--- src/rtl/aca_mon_pkg.sv ---
`default_nettype none
// ============================================================================
// Module      : aca_mon_pkg
// Description : Shared constants and FSM state type for the ACA error monitor.
// Revision    : 1.0 - initial release
// ============================================================================
package aca_mon_pkg;

    localparam int ACA_WIDTH = 16;
    localparam int ACA_CNT_W = 16;
    localparam int ACA_SUM_W = 32;

    typedef enum logic [1:0] {
        ST_IDLE  = 2'd0,
        ST_RUN   = 2'd1,
        ST_DRAIN = 2'd2,
        ST_DONE  = 2'd3
    } mon_state_t;

endpackage
`default_nettype wire

--- src/rtl/aca_ed_calc.sv ---
`default_nettype none
// ============================================================================
// Module      : aca_ed_calc
// Description : Stage 1 - exact sum and absolute error distance, registered
//               together with a valid bit.
// Revision    : 1.0 - initial release
// ============================================================================
module aca_ed_calc
    import aca_mon_pkg::*;
#(
    parameter int WIDTH = ACA_WIDTH
) (
    input  logic             clk,
    input  logic             rst,
    input  logic             i_valid,
    input  logic [WIDTH-1:0] i_a,
    input  logic [WIDTH-1:0] i_b,
    input  logic [WIDTH:0]   i_res,
    output logic             o_valid,
    output logic [WIDTH:0]   o_ed
);

    logic [WIDTH:0] w_exact;
    logic [WIDTH:0] w_ed;
    logic           r_valid;
    logic [WIDTH:0] r_ed;

    assign w_exact = {1'b0, i_a} + {1'b0, i_b};
    assign w_ed    = (w_exact >= i_res) ? (w_exact - i_res) : (i_res - w_exact);

    always_ff @(posedge clk) begin
        if (rst) begin
            r_valid <= 1'b0;
            r_ed    <= '0;
        end else begin
            r_valid <= i_valid;
            if (i_valid) begin
                r_ed <= w_ed;
            end
        end
    end

    assign o_valid = r_valid;
    assign o_ed    = r_ed;

endmodule
`default_nettype wire

--- src/rtl/aca_error_monitor.sv ---
`default_nettype none
// ============================================================================
// Module      : aca_error_monitor
// Description : Measures error statistics of a locked/approximate adder over a
//               run of num_samples operand pairs.
// Revision    : 1.0 - initial release
// ============================================================================
module aca_error_monitor
    import aca_mon_pkg::*;
#(
    parameter int WIDTH = ACA_WIDTH,
    parameter int CNT_W = ACA_CNT_W,
    parameter int SUM_W = ACA_SUM_W
) (
    input  logic             clk,
    input  logic             rst,
    input  logic             start,
    input  logic [CNT_W-1:0] num_samples,
    input  logic             in_valid,
    output logic             in_ready,
    input  logic [WIDTH-1:0] add1_i,
    input  logic [WIDTH-1:0] add2_i,
    input  logic [WIDTH:0]   result_o,
    output logic             busy,
    output logic             done,
    output logic [CNT_W-1:0] sample_count,
    output logic [CNT_W-1:0] err_count,
    output logic [WIDTH:0]   max_ed,
    output logic [SUM_W-1:0] sum_ed
);

    mon_state_t       r_state;
    mon_state_t       w_state_nxt;
    logic [CNT_W-1:0] r_num;
    logic [CNT_W-1:0] r_sample_cnt;
    logic             r_drain_cnt;
    logic [CNT_W-1:0] r_err_cnt;
    logic [WIDTH:0]   r_max_ed;
    logic [SUM_W-1:0] r_sum_ed;

    logic             w_ready;
    logic             w_xfer;
    logic             w_last;
    logic             w_start_ok;
    logic             w_s1_valid;
    logic [WIDTH:0]   w_s1_ed;
    logic [SUM_W:0]   w_sum_wide;

    assign w_ready    = (r_state == ST_RUN) && (r_sample_cnt < r_num);
    assign w_xfer     = in_valid && w_ready;
    assign w_last     = w_xfer && ((r_sample_cnt + CNT_W'(1)) == r_num);
    assign w_start_ok = start && ((r_state == ST_IDLE) || (r_state == ST_DONE));

    always_comb begin
        w_state_nxt = r_state;
        case (r_state)
            ST_IDLE: begin
                if (start) begin
                    w_state_nxt = ST_RUN;
                end
            end
            ST_RUN: begin
                // An empty run leaves immediately; otherwise the final transfer ends it.
                if ((r_num == '0) || w_last) begin
                    w_state_nxt = ST_DRAIN;
                end
            end
            ST_DRAIN: begin
                if (r_drain_cnt) begin
                    w_state_nxt = ST_DONE;
                end
            end
            ST_DONE: begin
                if (start) begin
                    w_state_nxt = ST_RUN;
                end
            end
            default: begin
                w_state_nxt = ST_IDLE;
            end
        endcase
    end

    always_ff @(posedge clk) begin
        if (rst) begin
            r_state      <= ST_IDLE;
            r_drain_cnt  <= 1'b0;
            r_num        <= '0;
            r_sample_cnt <= '0;
        end else begin
            r_state     <= w_state_nxt;
            r_drain_cnt <= (r_state == ST_DRAIN) ? ~r_drain_cnt : 1'b0;
            if (w_start_ok) begin
                r_num        <= num_samples;
                r_sample_cnt <= '0;
            end else if (w_xfer) begin
                r_sample_cnt <= r_sample_cnt + CNT_W'(1);
            end
        end
    end

    aca_ed_calc #(
        .WIDTH (WIDTH)
    ) u_ed_calc (
        .clk     (clk),
        .rst     (rst),
        .i_valid (w_xfer),
        .i_a     (add1_i),
        .i_b     (add2_i),
        .i_res   (result_o),
        .o_valid (w_s1_valid),
        .o_ed    (w_s1_ed)
    );

    // One spare bit catches the carry so the accumulator can clamp instead of wrap.
    assign w_sum_wide = {1'b0, r_sum_ed} + {{(SUM_W - WIDTH){1'b0}}, w_s1_ed};

    always_ff @(posedge clk) begin
        if (rst) begin
            r_err_cnt <= '0;
            r_max_ed  <= '0;
            r_sum_ed  <= '0;
        end else if (w_start_ok) begin
            r_err_cnt <= '0;
            r_max_ed  <= '0;
            r_sum_ed  <= '0;
        end else if (w_s1_valid) begin
            if ((w_s1_ed != '0) && (r_err_cnt != '1)) begin
                r_err_cnt <= r_err_cnt + CNT_W'(1);
            end
            if (w_s1_ed > r_max_ed) begin
                r_max_ed <= w_s1_ed;
            end
            r_sum_ed <= w_sum_wide[SUM_W] ? '1 : w_sum_wide[SUM_W-1:0];
        end
    end

    assign in_ready     = w_ready;
    assign busy         = (r_state == ST_RUN) || (r_state == ST_DRAIN);
    assign done         = (r_state == ST_DONE);
    assign sample_count = r_sample_cnt;
    assign err_count    = r_err_cnt;
    assign max_ed       = r_max_ed;
    assign sum_ed       = r_sum_ed;

endmodule
`default_nettype wire
--- config.mk ---
export PLATFORM = sky130hd
export DESIGN_NAME = aca_error_monitor
export DESIGN_NICKNAME = d
export VERILOG_FILES = /design/src/rtl/aca_mon_pkg.sv /design/src/rtl/aca_ed_calc.sv /design/src/rtl/aca_error_monitor.sv
export SDC_FILE = /design/constraint.sdc
export NUM_CORES = 1
export LEC_CHECK = 0
export CAP_MARGIN = 10
export CORE_AREA = 2 2 133 135
export CTS_CLUSTER_DIAMETER = 100
export CTS_CLUSTER_SIZE = 30
export DETAILED_ROUTE_END_ITERATION = 8
export DIE_AREA = 0 0 135 137
export GPL_ROUTABILITY_DRIVEN = 0
export PLACE_DENSITY = 0.81
export SLEW_MARGIN = 20
export SYNTH_ARGS = -nofsm -noshare
export SYNTH_HDL_FRONTEND = slang
export SYNTH_SLANG_ARGS = --single-unit
--- constraint.sdc ---
create_clock -name clk -period 6.2 [get_ports clk]
set_input_delay 0.93 -clock clk [delete_from_list [all_inputs] [get_ports clk]]
set_output_delay 0.93 -clock clk [all_outputs]
set_load 0.005 [all_outputs]
==> summary.txt <==
Status
  • Outcome: completed

Yosys
  • Synth area leader: dfxtp_1
  • Post-Syn Area per Cell: roughly 7.9 um^2
  • Sequential area share after synthesis: between 20 and 30%
  • Synth area leaders: dfxtp_1, ha_1, a21oi_1, xnor2_1, xor2_1
  • Asr flop ratio synth: 0%
  • Mapped Area: between 9000 and 10000 um^2
  • Yosys top cell area share: around a quarter
  • Syn Inst Count: ~1200
  • #FFs+latches synth: around 120
  • Post-synth EDFFs: 0
  • Yosys warning total: 0
  • Synth cell types: 80
  • Syn nets: 1336
  • Top FF cell, synth: dfxtp_1

Timing
  • RSZ-0062 raised after global routing: no
  • Setup WS post-layout: between 400 and 500 ps
  • Worst Max-Slew Pin Slew: between 900 and 1000 ps
  • Setup Skew: just over 10 ps
  • Maximum clock rate: roughly 180 MHz
  • Setup TNS: 0 ps
  • Final hold violations: 0
  • Final setup fails: 0
  • Part of the cycle the worst path needs: about 92%
  • Final Critical Period: between 5000 and 6000 ps
  • Relative max-transition margin: 35.1%
  • Final Slew Violations: 0

Worst setup path
  • Worst Setup End Kind: flip-flop
  • Worst-path maximum fanout: 5
  • Worst setup path class: in -> reg
  • WP data arrival: 5990 ps
  • Worst r2r src: u_ed_calc.o_ed[0]
  • Crit-path cells: clkdlybuf4s50_1 > ha_1 > fa_1 > a21o_1 > a21oi_1 > o21bai_1 > a211o_1 > a31oi_1 > a21oi_1 > a21o_1 > a21o_1 > xor2_1 > ha_1 > nand4_1 > nor4b_1 > a221oi_1 > o21ai_1 > a31oi_4 > buf_4 > mux2_2 > a21oi_1 > o21a_1 > o221ai_1
  • Worst path slowest cell: clkdlybuf4s50_1
  • CP peak stage delay: 400 ps
  • Req. time, crit path: 6480 ps
  • R2R depth: 12
  • CP delay by family, top: compound AO/OA/AOI/OAI gates
  • Buf+Inv Stages, Crit Path: 2
  • Startpoint Class: input port
  • Worst R2R End: sum_ed[28]
  • Total stage count of the critical path: 23
  • R2r setup slk: roughly 2700 ps
  • CP Launch Point: add1_i[0]

Finish
  • Synthesis-to-layout area growth: 25.6%
  • Diodes inserted: 0
  • Register area: 2360 um^2
  • Share of post-route cells with drive strength above 1: 6.25%
  • Filler Cells Inserted: 1427
  • Nets: about 1500
  • Multi-input combinational cell area: 6260 um^2

Clock tree
  • CTS Hold Bufs: 0
  • H-tree Lvls: 4
  • Number of gates resized after CTS: 0
  • Max Buffers Root-to-Sink: 2
  • Setup bufs post-CTS: 0
  • Clk_lat worst skew: 420 ps
  • TritonCTS buffer count: 17
  • Root Buffer: clkbuf_16
  • Clk sinks: between 100 and 150
  • Clk slew on worst S/H paths: about 60 ps
  • TritonCTS clock tree: built

Min path
  • Hold EP: r_num[6]
  • Hold path start: r_num[6]
  • Worst hold-check path type: reg -> reg
  • Worst hold path depth: 2

Route
  • Drt total wl: ~24 mm
  • Routed vias/inst: slightly below 6
  • Wire per inst: about 15 um
  • DR pass1 iterations: 5
  • DRC errors left: 0
  • Met2 WL: between 10 and 15 mm
  • Post-route antenna net violation count: 0
  • Initial drt markers: 492
  • Routed length on met3: 1.40 mm
  • Wire length on met1: 10.5 mm
  • Uppermost layer routed: met4
  • Routed via count: 8993

GRT
  • Largest net degree at the start of global routing: between 60 and 70
  • Vias in the first global route: 8400
  • First-pass GRT wire length: between 30 and 40 mm
  • Initial antenna violation count: 0
  • Total congestion overflow: 0
  • Global Route Usage Sum: between 20% and 30%

Floorplanning
  • IO Pins: between 150 and 200
  • Row count: 48
  • Die height: between 100 and 150 um
  • Core Footprint: 17100 um^2
  • Die ar.: ~18000 um^2
  • Die width: 135 um
  • Starting Density: a little over half

Flow run
  • Max cap viols: 0

Pwr
  • PwrDens: 294 nW/um^2
  • Peak supply drop: approximately 0.00026 V
  • Leak: ~4.7 nW

Placed design
  • Hpwl dp: roughly 18 mm
  • Post-place setup slack: -21.7 ps
  • Port Buf Inserts: about 150
[cells in the final DEF (no fill, tap or decap), types with 9 or more instances in the layout]
cell type          n
clkdlybuf4s50_1  152
dfxtp_1          118
a21oi_1          109
ha_1             104
inv_1             96
nand2_1           90
nor2_1            88
o21ai_0           64
nand3_1           45
xnor2_1           44
xor2_1            42
a21o_1            33
a31oi_1           21
nand4_1           19
nor3_1            17
clkbuf_16         17
and3_1            15
mux2i_1           15
buf_4             15
and2_1            13
a211oi_1          13
nor2b_1           11
o21a_1            11
nor4_1            11
or3_1             11
and4_1             9
o211ai_1           9
[synth_stat cells (all sizes together) (16+ instances only)]
library cell	n
inv	97
nand3	45
nand2	92
clkbuf	31
xor2	42
a31oi	22
nor3	18
dfxtp	118
o21ai	68
nor2	88
a21o	33
a21oi	111
ha	104
and3	16
xnor2	44
nand4	20
[state kept, by name, summed over array words and instances, names as in the netlist]
signal	count
r_drain_cnt	1
r_num	16
err_count	16
u_ed_calc.o_valid	1
sample_count	16
r_state	2
sum_ed	32
max_ed	17
u_ed_calc.o_ed	17
[layer usage]
layer  global-route usage, %  vias to the layer above
li1                        -                     4429
met1                    32.9                     4160
met2                    43.6                      349
met3                    4.56                       55
met4                    11.5                        0
met5                       0                        -
[logic make-up after synthesis]
logic type	Yosys count	synth area share (%)
compound gates	326	22.9
xor+xnor	86	8.22
fa+ha+maj	108	15.1
buf+inv	142	6.15
flops	118	25.8
mux	21	2.38
simple gates	358	19.5
[worst max path at each step]
stage / endpoint
finish: u_ed_calc.o_ed[16]
global route: u_ed_calc.o_ed[4]
CTS: u_ed_calc.o_ed[6]
detailed placement: u_ed_calc.o_ed[6]
global placement: u_ed_calc.o_ed[11]
floorplan: u_ed_calc.o_ed[15]
[through the flow]
step | power, mW | util, % | std cells | area [um^2] | hold slack (ps)
2_1_floorplan | 1.94 | - | 1159 | 9160 | 449
4_1_cts | 3.36 | 67.3 | 1535 | 11500 | 481
5_1_grt | 3.59 | 67.5 | 1538 | 11500 | 512
3_5_place_dp | 2.35 | 63.8 | 1503 | 10900 | 475
3_3_place_gp | 2.30 | 63.7 | 1503 | 10900 | 465
6_report | 3.38 | 67.5 | 1538 | 11500 | 480
[worst register-to-register path: stages, from the launching register on]
cell      delay [ps]
dfxtp_1          460
ha_1             240
inv_1             70
fa_1             410
nor2b_1          140
o21ai_1           90
a21oi_1          240
o211ai_1         150
a21boi_2         210
a211oi_1         160
nor4bb_1         800
a31oi_1          170
a311oi_1         270
[report_power, final]
group	internal (mW)	switching, mW
registers	0.829	0.111
clock network	0.633	0.381
logic	0.578	0.847
[layout make-up]
cell class,instances,share of cell area (%)
Clock inverter,15,1.57
Multi-Input combinational cell,899,54.4
Sequential cell,118,20.5
Tap cell,225,2.45
Clock buffer,17,3.70
Inverter,97,3.16
Timing Repair Buffer,167,14.2
Note: power is estimated with default switching activity, not from simulation.
==> patch: new RTL, same settings <==
The package constant `ACA_SUM_W` goes from 32 to 64.
--- a/src/rtl/aca_mon_pkg.sv
+++ b/src/rtl/aca_mon_pkg.sv
@@ -8,7 +8,7 @@
 
     localparam int ACA_WIDTH = 16;
     localparam int ACA_CNT_W = 16;
-    localparam int ACA_SUM_W = 32;
+    localparam int ACA_SUM_W = 64;
 
     typedef enum logic [1:0] {
         ST_IDLE  = 2'd0,
Interface: changed (resized sum_ed); port bits go from 153 to 185. No check against the original RTL was run, so the function may have changed too.
==> patch against the original RTL <==
Total power is 1.9% higher. Cell area up 15%. Die area unchanged. Routed wire length is 13% higher. Sequential cell count grew 32. Setup slack got worse by 0.20 ns. Critical path depth fell by 1. Core utilization rose by 9.8 points. Sequential share of layout area is 2.3 points higher. Area after synthesis increased by 15%. Largest power group unchanged. Register-to-register slack lost 0.89 ns.
==> patch: results (changes against the original RTL) <==
- Clk_lat worst skew: 0.44 ns (+0.02 ns)
- Total CTS buffers: 17 (unchanged)
- Hold Crit Class: flop to flop
- VDD IR max: 222 µV (-14%)
- Worst slew pin tran: 0.930 ns (-0.0424 ns)
- Outcome: finished, final reports clean
- Met3 Use GR: 5.00% (+0.44 points)
- Synth top area cells: dfxtp_1 28%, ha_1 12%, xnor2_1 6.0%, a21oi_1 5.7%, xor2_1 4.3%
- Max FFs per register: 64 (+100%)
- Clock Skew: 0.0188 ns (+0.00862 ns)
- Clock-pin slew on the worst setup and hold paths: 0.06 ns (about the same)
- Post-place setup slack: -0.0308 ns (-0.00903 ns)
- Initial antenna violation count: 0 (unchanged)
- Largest delay contributor family on the critical path: compound AO/OA/AOI/OAI gates
- Nets@finish: 1651 (+12%)
- CTS Buffer Depth: 2 (unchanged)
- Syn_nets: 1490 (+12%)
- Worst-path fanout max: 8 (+3)
- Max stage delay on crit path: 0.43 ns (+0.03 ns)
- PortBufs: 184 (+21%)
- Layout cells sized above 1: 4.77% (-1.5 points)
- GRT Overall Usage: 29.4% (+3.3 points)
- Fillers: 1304 (-8.6%)
- Pin count of the biggest net entering global routing: 74 (+16%)
- TritonRoute pass-1 iters: 5 (unchanged)
- Netlist cell types: 73 (-8.8%)
- Vias/cell: 5.91 (+1.0%)
- Vias in the first global route: 9572 (+14%)
- Async set-reset flop share out of synthesis: 0% (unchanged)
- Antenna cells: 0 (unchanged)
- GR Util met1: 38.4% (+5.4 points)
- Worst EP arrival: 6.23 ns (+0.24 ns)
- Cts hold-fix bufs: 0 (unchanged)
- Met2 usage: 49.0% (+5.4 points)
- Post-CTS setup buffer count: 0 (unchanged)
- Yosys synthesis warning count: 0 (unchanged)
- Slowest cell on crit path: ha_1
- Final wirelength: 26.9 mm (+13%)
- Initial drt markers: 722 (+47%)
- Register area share after synthesis: 28.4% (+2.6 points)
- RR Startpoint: u_ed_calc.o_ed[0]$_SDFFE_PP0P_
- Hold path startpoint: r_drain_cnt$_SDFF_PP0_
- Launch point of the worst path: add2_i[0]
- Synth cell count leaders: 150 x dfxtp_1, 121 x a21oi_1, 113 x nor2_1
- First-pass GRT wire length: 44.7 mm (+13%)
- P_leak: 0.00540 µW (+15%)
- # resized after CTS: 0 (unchanged)
- Post-DP HPWL: 20.3 mm (+13%)
- CTS H-tree depth: 4 (unchanged)
- Clk root buf: clkbuf_16
[patch: cell type report]
class	instances	share of cell area, %
Clock buffer	17	3.23
Clock inverter	15	1.25
Inverter	93	2.65
Multi-Input combinational cell	1015	53.2
Sequential cell	150	22.8
Tap cell	225	2.14
Timing Repair Buffer	197	14.7
[patch: logic make-up after synthesis]
logic type,Yosys count,synth area share (%)
XOR/XNOR,125,10.4
AO/OA/AOI/OAI,312,18.8
flip-flops,150,28.4
buffers and inverters,148,5.50
adder cells (fa/ha/maj),108,13.1
multiplexers,32,3.08
AND/OR/NAND/NOR,438,20.8
[patch: metal layers]
layer | share of wire [%] | vias up
li1 | - | 4985
met1 | 44 | 4698
met2 | 47 | 383
met3 | 6.5 | 45
met4 | 2.4 | 0
met5 | 0 | -
[patch: worst paths after layout]
path | depth (start not counted) | endpoint | slack [ns]
setup / recovery | 22 | u_ed_calc.o_ed[12]$_SDFFE_PP0P_ | 0.29
hold / removal | 2 | r_drain_cnt$_SDFF_PP0_ | 0.49
setup reg to reg | 14 | sum_ed[21]$_SDFFE_PP0P_ | 1.82
hold reg to reg | 2 | r_drain_cnt$_SDFF_PP0_ | 0.49
[patch: report_power, final]
part / total, µW / leakage [µW] / switching [µW] / internal (µW)
Sequential: 1140 / 0.00121 / 109 / 1030
Clock: 1040 / 0.000271 / 440 / 599
Combinational: 1260 / 0.00391 / 711 / 550
[patch: through the flow]
step / cell area (µm²) / setup TNS (ns) / hold slack, ns / power [µW] / cells
after floorplan: 10600 / 0 / 0.453 / 2040 / 1313
after global placement: 12600 / 0 / 0.473 / 2360 / 1680
after detailed placement: 12600 / -0.0587 / 0.474 / 2390 / 1680
after CTS: 13200 / 0 / 0.487 / 3440 / 1712
after global routing: 13200 / 0 / 0.516 / 3650 / 1712
final: 13200 / 0 / 0.488 / 3440 / 1712
